$ cat config.mk
export PLATFORM = sky130hd
export DESIGN_NAME = dmem_arbiter
export DESIGN_NICKNAME = d
export VERILOG_FILES = /design/src/rtl/dmem_arbiter.sv
export SDC_FILE = /design/constraint.sdc
export NUM_CORES = 1
export LEC_CHECK = 0
export ABC_AREA = 1
export CAP_MARGIN = 20
export CORE_AREA = 3 3 121 123
export DETAILED_ROUTE_END_ITERATION = 10
export DIE_AREA = 0 0 124 126
export GPL_ROUTABILITY_DRIVEN = 1
export HOLD_SLACK_MARGIN = 0.03
export PLACE_DENSITY = 0.85
export SLEW_MARGIN = 20
export SYNTH_ARGS = -nofsm -noshare
export SYNTH_HDL_FRONTEND = slang
export SYNTH_SLANG_ARGS = --single-unit
$ cat constraint.sdc
create_clock -name clk -period 2.2 [get_ports clk]
set_input_delay 0.44 -clock clk [delete_from_list [all_inputs] [get_ports clk]]
set_output_delay 0.44 -clock clk [all_outputs]
set_load 0.05 [all_outputs]
$ cat src/rtl/dmem_arbiter.sv
// dmem_arbiter
// Two-requester arbiter and access sequencer for the single-port 256x32 data
// memory. Port A is the CPU load/store path, port B the loader/debug path.
// A granted transaction holds the memory for WAIT_CYCLES+1 cycles, then the
// winner gets a one-cycle ack (reads also return data in its rdata register).
//
// Build macro DMEM_ARB_RR_EN: when defined, simultaneous requests are served
// round-robin using a last-grant register (first conflict after reset goes
// to A). When undefined, A has fixed priority over B and B can starve.
//
// state | meaning
// IDLE  | no transaction; requests are sampled only here
// BUSY  | memory access, WAIT_CYCLES+1 cycles, strobes driven
// DONE  | one-cycle ack to the winner, strobes low
module dmem_arbiter #(
  parameter int WAIT_CYCLES = 0,
  parameter int DATA_W      = 32
) (
  input  logic              clk,
  input  logic              rst_n,
  input  logic              a_req,
  input  logic              a_we,
  input  logic [DATA_W-1:0] a_addr,
  input  logic [DATA_W-1:0] a_wdata,
  output logic              a_ack,
  output logic [DATA_W-1:0] a_rdata,
  input  logic              b_req,
  input  logic              b_we,
  input  logic [DATA_W-1:0] b_addr,
  input  logic [DATA_W-1:0] b_wdata,
  output logic              b_ack,
  output logic [DATA_W-1:0] b_rdata,
  output logic              mem_read,
  output logic              mem_write,
  output logic [DATA_W-1:0] mem_addr,
  output logic [DATA_W-1:0] mem_wdata,
  input  logic [DATA_W-1:0] mem_rdata,
  output logic              busy
);

  typedef enum logic [1:0] {
    IDLE = 2'd0,
    BUSY = 2'd1,
    DONE = 2'd2
  } state_t;

  // Wait counter preload; WAIT_CYCLES is limited to 0..15 so four bits suffice.
  localparam logic [3:0] CNT_LOAD = 4'(WAIT_CYCLES);

  state_t            state;
  state_t            stateNext;
  logic [3:0]        cnt;
  logic              cntZero;
  logic              anyReq;
  logic              pickB;
  logic              grantB;
  logic              latWe;
  logic [DATA_W-1:0] latAddr;
  logic [DATA_W-1:0] latWdata;
  logic [DATA_W-1:0] aRdataQ;
  logic [DATA_W-1:0] bRdataQ;
  logic              captureRead;
`ifdef DMEM_ARB_RR_EN
  logic              lastGrantB;
`endif

  assign anyReq  = a_req | b_req;
  assign cntZero = (cnt == 4'd0);

  // Winner selection for a transaction starting in IDLE
  always_comb begin
    pickB = 1'b0;
`ifdef DMEM_ARB_RR_EN
    // Lone requester wins; on a conflict the port not granted last time wins.
    // lastGrantB resets to 1, so the first conflict after reset goes to A.
    pickB = b_req & (~a_req | ~lastGrantB);
`else
    pickB = b_req & ~a_req;
`endif
  end

  // Next-state, memory strobe and ack decode
  always_comb begin
    stateNext = state;
    mem_read  = 1'b0;
    mem_write = 1'b0;
    a_ack     = 1'b0;
    b_ack     = 1'b0;
    case (state)
      IDLE: begin
        if (anyReq) begin
          stateNext = BUSY;
        end
      end
      BUSY: begin
        mem_read = ~latWe;
        // A single write strobe in the final BUSY cycle commits exactly once.
        mem_write = latWe & cntZero;
        if (cntZero) begin
          stateNext = DONE;
        end
      end
      DONE: begin
        a_ack     = ~grantB;
        b_ack     = grantB;
        stateNext = IDLE;
      end
      default: begin
        stateNext = IDLE;
      end
    endcase
  end

  // State register
  always_ff @(posedge clk or negedge rst_n) begin
    if (!rst_n) begin
      state <= IDLE;
    end else begin
      state <= stateNext;
    end
  end

  // Transaction latch, wait counter and grant tracking
  always_ff @(posedge clk or negedge rst_n) begin
    if (!rst_n) begin
      cnt      <= 4'd0;
      grantB   <= 1'b0;
      latWe    <= 1'b0;
      latAddr  <= '0;
      latWdata <= '0;
    end else begin
      case (state)
        IDLE: begin
          if (anyReq) begin
            grantB   <= pickB;
            latWe    <= pickB ? b_we    : a_we;
            latAddr  <= pickB ? b_addr  : a_addr;
            latWdata <= pickB ? b_wdata : a_wdata;
            cnt      <= CNT_LOAD;
          end
        end
        BUSY: begin
          if (!cntZero) begin
            cnt <= cnt - 4'd1;
          end
        end
        default: begin
          cnt <= cnt;
        end
      endcase
    end
  end

`ifdef DMEM_ARB_RR_EN
  // Last-grant memory for round-robin arbitration
  always_ff @(posedge clk or negedge rst_n) begin
    if (!rst_n) begin
      lastGrantB <= 1'b1;
    end else if (state == IDLE && anyReq) begin
      lastGrantB <= pickB;
    end
  end
`endif

  // Read data is taken from the memory in the last BUSY cycle of a read
  assign captureRead = (state == BUSY) & cntZero & ~latWe;

  // Per-port read data registers; only the winner's register updates
  always_ff @(posedge clk or negedge rst_n) begin
    if (!rst_n) begin
      aRdataQ <= '0;
      bRdataQ <= '0;
    end else if (captureRead) begin
      if (grantB) begin
        bRdataQ <= mem_rdata;
      end else begin
        aRdataQ <= mem_rdata;
      end
    end
  end

  // The latch only reloads on a new grant, so the memory bus holds its last
  // values outside BUSY; the strobes alone gate the memory.
  assign mem_addr  = latAddr;
  assign mem_wdata = latWdata;
  assign a_rdata   = aRdataQ;
  assign b_rdata   = bRdataQ;
  assign busy      = (state != IDLE);

endmodule

## Word level (Yosys, flattened, before mapping)

Index checks and enable logic that the tools add are counted.

- Mux-type cells: 13
- Reduce and logical (&&, ||, !) cells: 9
- Bitwise logic cells: 8
- Shift operators: 0
- Div/mod/pow operators: 0
- Eq/ne operators: 5
- $lt $le $gt $ge: 0
- $add $sub $neg: 1
- Multiply operators: 0

Operator list:

| kind | count |
|---|---|
| $mux W32 | 2 |
| $mux W4 | 2 |
| $pmux W4 S2 | 1 |
| $reduce_and A2 Y1 | 4 |
| $ne A2 B2 Y1 const B | 3 |
| $mux W1 | 5 |
| $and A1 B1 Y1 | 4 |
| $logic_not A4 Y1 | 1 |
| $mux W2 | 2 |
| $pmux W2 S2 | 1 |
| $reduce_bool A2 Y1 | 2 |
| $sub A4 B1 Y4 const B | 1 |
| $not A1 Y1 | 3 |
| $reduce_and A3 Y1 | 1 |
| $eq A2 B1 Y1 const B | 1 |
| $eq A2 B2 Y1 const B | 1 |
| $logic_not A2 Y1 | 1 |
| $or A1 B1 Y1 | 1 |

- Register bits: 136
- Output and inout bits: 133
- Input bits: 166
- Memories kept: 0
- Latch bits: 0
- Memory bits (writable): 0
- ROM bits: 0

## Depth between registers and ports, before layout

Gate-level depths: netlist of the first run.

- Depth after elaboration: 4
- Mapped depth: 9

## Least setup slack after synthesis of the first run

Ideal clock, no wire load.

- Path type: flip-flop to output port
- From: reg grantB
- To: out b_ack
- Stages on the path, launching flop included: 5
- Slack: -0.135 ns
- Arrival: 1.895 ns
- Path buffers: 2
- Path through: dfrtp_1 > buf_2 > clkinv_1 > clkbuf_1 > nor3_1

- Word-level cells in the longest chain between the ends: 1

RTL lines:

| item | line | text |
|---|---|---|
| from (decl) | 56 | `logic grantB;` |
| from (signal assigned) | 135 | `grantB <= pickB;` |
| $mux W1 | 89 | `case (state)` |
| to (decl) | 31 | `output logic b_ack,` |

Every way passes these cells.

## Worst setup path after layout of the first run

Ends and elaborated chain as after synthesis.

==> flow_metrics.env, run 1 <==
export IMPL_overflow=0
export IMPL_via_count=5930
export IMPL_cpMaxStageDelayCell="dfrtp_1"
export IMPL_synth_top_area_frac=0.582
export IMPL_syn_cell_area_sq_mm=0.00585
export IMPL_rows=43
export IMPL_critPathLaunch="grantB"
export IMPL_fin_nets=1140
export IMPL_reg2reg_from="state[0]"
export IMPL_synth_distinct_cells=21
export IMPL_critPathArrivalTime_ps=1640
export IMPL_place_congestion=0.911
export IMPL_clock_sinks=136
export IMPL_core_sq_mm=0.0138
export IMPL_drt_wirelength_per_cell_um=16.9
export IMPL_worstSetupEndpointType="output port"
export IMPL_cts_tree="built"
export IMPL_fin_total_pwr_mw=17.6
export IMPL_drv_cap=0
export IMPL_slew_violations=0
export IMPL_worstPathRequired_ps=1760
export IMPL_holdCritPathClass="register to register"
export IMPL_dp_cells=1132
export IMPL_first_pass_iters=5
export IMPL_hold_path_startpoint="a_rdata[2]"
export IMPL_critPathKind="register to output port"
export IMPL_grtUsageTotal=0.250
export IMPL_fin_area_sq_mm=0.00970
export IMPL_regToRegSetupSlack_ps=500
export IMPL_die_w_um=124
export IMPL_leakagePower_nw=4.25
export IMPL_syn_inst=684
export IMPL_clockBufferDepth=2
export IMPL_clk_latency_ps=410
export IMPL_irDropWorstVdd_mv=0.893
export IMPL_max_freq_mhz=480
export IMPL_num_antenna_cells=0
export IMPL_cts_setup_buffers=0
export IMPL_die_area_sq_mm=0.0156
export IMPL_synth_nets=852
export IMPL_p_per_area_mw_per_mm2=1820
export IMPL_htree_levels=4
export IMPL_status="complete, no violations"
export IMPL_start_util=0.424
export IMPL_hold_violations=0
export IMPL_yosysSeqAreaShare=0.582
export IMPL_postLayoutCoreUtil=0.704
export IMPL_antenna_found_initial=0
export IMPL_fin_skew_ps=7.99
export IMPL_drt_iter0_markers=308
export IMPL_grt_max_degree=66
export IMPL_rsz0062_at_grt="no"
export IMPL_slowest_delay_ps=410
export IMPL_yosys_register_bits=136
export IMPL_grt_pass1_wl_mm=30.2
export IMPL_io_buffers=298
export IMPL_pre_cts_ws_ps=235
export IMPL_ys_top_cells_by_area="dfrtp_1 58%, nand2_1 13%, a21oi_1 11%"
export IMPL_whs_ps=468
export IMPL_wl_mm=19.6
export IMPL_synth_warnings=0
export IMPL_crit_path_start_kind="register"
export IMPL_period_minus_slack_ps=2080
export IMPL_worst_slack_ps=117
export IMPL_place_hpwl_mm=14.2
export IMPL_viasPerCell=5.09
export IMPL_grt_pass1_vias=5926
export IMPL_drcViolationCount=0
export IMPL_path_cells="clkinv_1 -> nor3_2 -> buf_12"
export IMPL_syn2layout_area_growth_pct=65.9
export IMPL_reg2reg_to="mem_wdata[28]"
export IMPL_setup_tns_final_ps=0
export IMPL_worst_pin_slew_ps=611
export IMPL_setup_violations=0
export IMPL_synth_area_per_cell_sq_um=8.55
export IMPL_period_share=0.947
export IMPL_ioPinCount=299
export IMPL_maxSlewHeadroom=0.591
export IMPL_place_area_sq_mm=0.00906
export IMPL_drive_above_1_share=0.0670
export IMPL_die_height_um=126
export IMPL_cts_buffers_inserted=17
export IMPL_endpoint="b_ack"
export IMPL_netlist_top_cell_by_area="dfrtp_1"
export IMPL_clock_root_buffer="clkbuf_16"
export IMPL_cp_max_fo=12
export IMPL_fin_cells=1165
export IMPL_clk_pin_slew_worst_paths_ps=50
export IMPL_reg2reg_depth=6
export IMPL_ant_nets=0
==> how the worst min path moves through the flow <==
stage	to	slack (ps)	depth (start not counted)
after global placement	a_rdata[19]	410	1
after CTS	a_rdata[2]	470	2
final	a_rdata[2]	470	2
after detailed placement	b_rdata[19]	420	1
after global routing	a_rdata[15]	490	2
after floorplan	a_rdata[0]	140	0
==> timing repair <==
item | CTS | global route
hold endpoints to repair | 46 | 0
hold buffers | 1 | 0
gates resized for setup | 0 | 3
endpoints found under the setup margin | 0 | 1
==> registers in the layout, indices dropped and copies added, names as in the netlist <==
register   cells
b_rdata       32
state          2
mem_wdata     32
mem_addr      32
grantB         1
cnt            4
latWe          1
a_rdata       32
==> critical path, delay by kind of cell, from the launching register on <==
| family | cells | cell delay [ps] |
|---|---|---|
| flip-flops | 1 | 410 |
| buffers and inverters | 2 | 530 |
| AND/OR/NAND/NOR | 1 | 290 |
==> cell type report <==
class	instances	area [sq um]
Fill cell	1070	4070
Clock inverter	9	145
Inverter	12	45.0
Timing Repair Buffer	317	3240
Tap cell	180	225
Multi-Input combinational cell	488	2160
Clock buffer	23	478
Sequential cell	136	3400
==> cell usage after synthesis (all sizes together) <==
master / n
nand2: 205
dfrtp: 136
a21oi: 130
nor2: 74
nand3: 67
buf: 35
clkbuf: 13
inv: 11
o21ai: 5
nor3: 3
ha: 2
clkinv: 1
nand4: 1
xor2: 1
==> metal layers <==
layer,wire [um],global-route usage,share of wire
met1,7030,0.281,0.36
met2,9870,0.413,0.50
met3,1870,0.0844,0.095
met4,869,0.141,0.044
met5,0,0,0
==> kinds of logic (layout without fill, tap and decap cells) <==
family          after synthesis  in the layout  share of synthesized area
compound gates              135            135                      0.116
flops                       136            136                      0.582
simple gates                350            350                      0.242
xor+xnor                      1              1                    0.00150
buf+inv                      60            361                     0.0539
fa+ha+maj                     2              2                    0.00428
==> layout by cell type (no fill, tap or decap), drive strengths merged, types with 2 or more instances in the layout <==
cell,instances
nor2,74
buf,24
nand2,205
a21oi,130
nor3,3
dfrtp,136
inv,11
ha,2
clkbuf,23
o21ai,5
clkinv,6
nand3,67
bufinv,4
clkdlybuf4s50,292
==> report_power, final <==
part           total [mW]  switching, mW  internal [mW]
sequential           4.43          0.683           3.75
combinational        10.2           6.93           3.24
clock                3.01           1.03           1.98
(Power assumes the default switching activity.)
==> inputs of run 2 (changes only) <==
--- a/config.mk
+++ b/config.mk
@@ -7,12 +7,15 @@
 export LEC_CHECK = 0
 export ABC_AREA = 1
 export CAP_MARGIN = 20
-export CORE_AREA = 3 3 121 123
+export CELL_PAD_IN_SITES_DETAIL_PLACEMENT = 1
+export CELL_PAD_IN_SITES_GLOBAL_PLACEMENT = 2
+export CORE_AREA = 2 2 163 165
 export DETAILED_ROUTE_END_ITERATION = 10
-export DIE_AREA = 0 0 124 126
+export DIE_AREA = 0 0 165 167
 export GPL_ROUTABILITY_DRIVEN = 1
 export HOLD_SLACK_MARGIN = 0.03
-export PLACE_DENSITY = 0.85
+export PLACE_DENSITY_LB_ADDON = 0.1
+export REMOVE_ABC_BUFFERS = 1
 export SLEW_MARGIN = 20
 export SYNTH_ARGS = -nofsm -noshare
 export SYNTH_HDL_FRONTEND = slang
==> run 2 against run 1 <==
Clock power increased by 2%. Utilization decreased by 32 points. Critical path depth decreased by 2. Flip-flop and latch count unchanged. Sequential power about the same. Global-route usage decreased by 7.8 points. Cell count increased by 14%. Largest cell class unchanged. Largest power group unchanged.
==> flow_metrics.env, run 2 (synthesized netlist as in run 1, its figures left out) <==
export IMPL_holdCritPathClass="register to register"
export IMPL_cp_max_fo=2
export IMPL_worstSetupEndpointType="output port"
export IMPL_setup_tns_final_ps=0
export IMPL_maxSlewHeadroom=0.611
export IMPL_cpMaxStageDelayCell="clkdlybuf4s50_1"
export IMPL_layout_commonest_cell="clkdlybuf4s50_1"
export IMPL_leakagePower_nw=4.25
export IMPL_clk_pin_slew_worst_paths_ps=70
export IMPL_clock_sinks=136
export IMPL_cts_tree="built"
export IMPL_path_depth=1
export IMPL_fin_total_pwr_mw=17.7
export IMPL_clk_latency_ps=430
export IMPL_ant_nets=0
export IMPL_ioPinCount=299
export IMPL_period_minus_slack_ps=2100
export IMPL_die_height_um=167
export IMPL_drcViolationCount=0
export IMPL_wl_mm=23.4
export IMPL_grt_pass1_wl_mm=36.2
export IMPL_drt_iter0_markers=277
export IMPL_drv_cap=0
export IMPL_p_sw_frac=0.505
export IMPL_reg2reg_depth=6
export IMPL_nFillCells=3004
export IMPL_irDropWorstVdd_mv=0.619
export IMPL_grt_max_degree=63
export IMPL_via_count=5849
export IMPL_p_switching_mw=8.94
export IMPL_place_congestion=0.750
export IMPL_overflow=0
export IMPL_p_per_area_mw_per_mm2=1790
export IMPL_status="complete, no violations"
export IMPL_path_cells="clkdlybuf4s50_1"
export IMPL_start_util=0.227
export IMPL_regToRegSetupSlack_ps=510
export IMPL_rsz0062_at_grt="no"
export IMPL_viasPerCell=4.42
export IMPL_clockPowerShare=0.173
export IMPL_io_buffers=298
export IMPL_internal_power_mw=8.78
export IMPL_core_sq_mm=0.0258
export IMPL_fin_nets=1142
export IMPL_slew_violations=0
export IMPL_syn2layout_area_growth_pct=69.5
export IMPL_pwr_share_seq=0.251
export IMPL_reg2reg_to="a_rdata[8]"
export IMPL_cp_num_buf_inv=1
export IMPL_hold_depth=2
export IMPL_clock_root_buffer="clkbuf_16"
export IMPL_cts_setup_buffers=0
export IMPL_max_freq_mhz=477
export IMPL_hold_violations=0
export IMPL_critPathKind="register to output port"
export IMPL_period_share=0.953
export IMPL_grtUsageTotal=0.172
export IMPL_die_area_sq_mm=0.0276
export IMPL_final_cell_mix="291 x clkdlybuf4s50_1, 202 x nand2_1, 136 x dfrtp_1"
export IMPL_fin_skew_ps=12.6
export IMPL_cts_buffers_inserted=17
export IMPL_die_w_um=165
export IMPL_rows=59
export IMPL_endpoint="mem_wdata[7]"
export IMPL_critPathLaunch="mem_wdata[7]"
export IMPL_place_hpwl_mm=16.2
export IMPL_drt_wirelength_per_cell_um=17.7
export IMPL_worstPathRequired_ps=1760
export IMPL_worst_slack_ps=103
export IMPL_grt_pass1_vias=6176
export IMPL_hold_path_startpoint="b_rdata[16]"
export IMPL_slowest_delay_ps=840
export IMPL_antenna_found_initial=2
export IMPL_drive_above_1_share=0.0679
export IMPL_reg2reg_from="grantB"
export IMPL_htree_levels=4
export IMPL_critPathArrivalTime_ps=1660
export IMPL_combPwrFrac=0.577
export IMPL_cpLargestDelayFamily="buffers and inverters"
export IMPL_crit_path_start_kind="register"
export IMPL_setup_violations=0
export IMPL_worst_pin_slew_ps=581
export IMPL_pre_cts_ws_ps=241
export IMPL_first_pass_iters=4
export IMPL_clockBufferDepth=2
-- run 2: worst min-delay path, cell delays in order (launching register included) --
cell	delay [ps]
dfrtp_1	340
nand2_1	50
nand2_1	50
-- run 2: power by group through the flow --
stage | Sequential, mW | Clock [mW] | Combinational, mW
2_1_floorplan | 8.48 | 0 | 2.20
3_3_place_gp | 4.44 | 0 | 10.3
3_5_place_dp | 4.49 | 0 | 10.3
4_1_cts | 4.46 | 3.17 | 10.4
5_1_grt | 4.62 | 3.27 | 10.9
6_report | 4.44 | 3.06 | 10.2
-- run 2: worst min path at each step --
| stage | end | slack, ps |
|---|---|---|
| floorplan | a_rdata[0] | 140 |
| global placement | b_rdata[31] | 420 |
| detailed placement | b_rdata[31] | 410 |
| CTS | a_rdata[3] | 470 |
| global route | a_rdata[4] | 490 |
| finish | b_rdata[16] | 470 |
-- run 2: layout make-up --
class / instances / area [sq um] / area share
Multi-Input combinational cell: 488 / 2150 / 0.217
Tap cell: 335 / 419 / 0.0423
Antenna cell: 1 / 2.50 / 0.000253
Clock inverter: 14 / 188 / 0.0189
Sequential cell: 136 / 3400 / 0.344
Clock buffer: 18 / 429 / 0.0433
Inverter: 12 / 45.0 / 0.00455
Timing Repair Buffer: 319 / 3270 / 0.330
-- run 2: what timing repair did --
item,4_1_cts,5_1_grt
hold buffers,1,0
endpoints found under the hold margin,40,0
setup endpoints to repair,2,1
resized for setup,3,1
-- run 2: per-layer routing --
metal | routed length (um) | global-route usage
met1 | 9890 | 0.210
met2 | 10700 | 0.272
met3 | 2400 | 0.0787
met4 | 334 | 0.0526
met5 | 13 | 0
-- run 2: stage by stage --
| step | instances | util | area (sq um) | hold slack (ps) |
|---|---|---|---|---|
| floorplan | 636 | - | 5580 | 144 |
| global placement | 1289 | 0.360 | 9260 | 417 |
| detailed placement | 1289 | 0.360 | 9260 | 414 |
| CTS | 1322 | 0.384 | 9900 | 473 |
| global route | 1322 | 0.384 | 9900 | 492 |
| finish | 1323 | 0.384 | 9910 | 468 |
==> inputs of run 3 (changes only) <==
--- a/config.mk
+++ b/config.mk
@@ -9,9 +9,10 @@
 export CAP_MARGIN = 20
 export CELL_PAD_IN_SITES_DETAIL_PLACEMENT = 1
 export CELL_PAD_IN_SITES_GLOBAL_PLACEMENT = 2
-export CORE_AREA = 2 2 163 165
+export CORE_AREA = 2 2 178 145
+export CTS_BUF_LIST = sky130_fd_sc_hd__clkbuf_8
 export DETAILED_ROUTE_END_ITERATION = 10
-export DIE_AREA = 0 0 165 167
+export DIE_AREA = 0 0 180 147
 export GPL_ROUTABILITY_DRIVEN = 1
 export HOLD_SLACK_MARGIN = 0.03
 export PLACE_DENSITY_LB_ADDON = 0.1
@@ -20,3 +21,4 @@
 export SYNTH_ARGS = -nofsm -noshare
 export SYNTH_HDL_FRONTEND = slang
 export SYNTH_SLANG_ARGS = --single-unit
+export TNS_END_PERCENT = 50
==> run 3 against run 2 <==
Maximum frequency fell by 1.6%. Register-to-register slack got worse by 130 ps. Clock skew rose by 2.4 ps. Highest routed layer is now met4. Total power fell by 4.8%. Cell count fell by 0.68%. Global-route usage rose by 0.20 points.
==> flow_metrics.env, run 3 (synthesized netlist as in run 1, its figures left out) <==
export IMPL_fin_area_sq_mm=0.00970
export IMPL_hold_violations=0
export IMPL_die_area_sq_mm=0.0265
export IMPL_whs_ps=471
export IMPL_slowest_delay_ps=860
export IMPL_leakagePower_nw=4.16
export IMPL_worst_pin_slew_ps=572
export IMPL_critPathKind="register to output port"
export IMPL_status="complete, no violations"
export IMPL_nFillCells=2878
export IMPL_grt_max_degree=55
export IMPL_rows=52
export IMPL_holdCritPathClass="register to register"
export IMPL_fin_total_pwr_mw=16.9
export IMPL_slew_violations=0
export IMPL_fin_cells=1314
export IMPL_htree_levels=4
export IMPL_clock_sinks=136
export IMPL_clock_root_buffer="clkbuf_8"
export IMPL_critPathArrivalTime_ps=1690
export IMPL_overflow=0
export IMPL_p_per_area_mw_per_mm2=1740
export IMPL_syn2layout_area_growth_pct=66.0
export IMPL_clockBufferDepth=2
export IMPL_ioPinCount=299
export IMPL_dp_cells=1279
export IMPL_drv_cap=0
export IMPL_start_util=0.236
export IMPL_cts_tree="built"
export IMPL_wl_mm=22.7
export IMPL_place_area_sq_mm=0.00925
export IMPL_cts_buffers_inserted=17
export IMPL_fin_skew_ps=15.0
export IMPL_grt_pass1_vias=6102
export IMPL_crit_path_start_kind="register"
export IMPL_drt_wirelength_per_cell_um=17.3
export IMPL_period_minus_slack_ps=2130
export IMPL_place_congestion=0.726
export IMPL_via_count=5738
export IMPL_maxSlewHeadroom=0.617
export IMPL_period_share=0.969
export IMPL_worst_slack_ps=68.8
export IMPL_die_height_um=147
export IMPL_irDropWorstVdd_mv=0.555
export IMPL_drive_above_1_share=0.0688
export IMPL_first_pass_iters=4
export IMPL_clk_latency_ps=450
export IMPL_layout_commonest_cell="clkdlybuf4s50_1"
export IMPL_setup_tns_final_ps=0
export IMPL_grtUsageTotal=0.174
export IMPL_drcViolationCount=0
export IMPL_viasPerCell=4.37
export IMPL_io_buffers=298
export IMPL_cp_num_buf_inv=1
export IMPL_fin_nets=1143
export IMPL_cpMaxStageDelayCell="clkdlybuf4s50_1"
export IMPL_clk_pin_slew_worst_paths_ps=80
export IMPL_ant_nets=0
export IMPL_cpLargestDelayFamily="buffers and inverters"
export IMPL_core_sq_mm=0.0248
export IMPL_cp_max_fo=2
export IMPL_die_w_um=180
export IMPL_worstSetupEndpointType="output port"
export IMPL_postLayoutCoreUtil=0.391
export IMPL_pre_cts_ws_ps=252
export IMPL_path_cells="clkdlybuf4s50_1"
export IMPL_max_freq_mhz=469
export IMPL_place_hpwl_mm=15.9
export IMPL_grt_pass1_wl_mm=35.7
export IMPL_antenna_found_initial=2
export IMPL_rsz0062_at_grt="yes"
export IMPL_drt_iter0_markers=251
export IMPL_setup_violations=0
export IMPL_final_cell_mix="292 x clkdlybuf4s50_1, 202 x nand2_1, 135 x dfrtp_1"
export IMPL_worstPathRequired_ps=1760
-- run 3: tightest hold or removal path, stage by stage, from the launching register on --
cell and delay, ps:
dfrtp_1 340, nand2_1 50, nand2_1 50
-- run 3: final cells by class --
| class | instances | area, sq um | area share |
|---|---|---|---|
| repair buffers | 320 | 3270 | 0.337 |
| inverters | 12 | 45.0 | 0.00464 |
| diodes | 2 | 5.00 | 0.000516 |
| flip-flops and latches | 136 | 3400 | 0.351 |
| clock buffers | 17 | 234 | 0.0241 |
| clock inverters | 15 | 191 | 0.0197 |
| multi-input cells | 488 | 2150 | 0.222 |
| well taps | 324 | 405 | 0.0418 |
-- run 3: path summary, 6_finish.rpt --
check | cells past startpoint | slack (ps) | from | to
max | 1 | 70 | mem_wdata[8] | mem_wdata[8]
min | 2 | 470 | a_rdata[27] | a_rdata[27]
max reg2reg | 7 | 380 | cnt[1] | a_rdata[1]
min reg2reg | 2 | 470 | a_rdata[27] | a_rdata[27]
max in group asynchronous | 3 | 1030 | rst_n | a_rdata[1]
min in group asynchronous | 2 | 490 | rst_n | mem_addr[9]
-- run 3: power by group --
part	leakage [nW]	internal, mW	switching [mW]
Sequential	1.55	3.74	0.662
Combinational	2.40	3.23	6.95
Clock	0.209	1.15	1.14
Total	4.16	8.12	8.75
-- run 3: repair_timing --
item	4_1_cts	5_1_grt
setup endpoints to repair	2	2
resized for setup	3	2
hold buffers	1	0
setup buffers	0	0
hold endpoints to repair	40	0
-- run 3: layer usage --
metal  global-route usage  wire, um  up-vias
li1                     -         -     2812
met1                0.227     10200     2760
met2                0.279     10800      150
met3               0.0565      1410       16
met4               0.0472       254        0
met5                    0         0        -
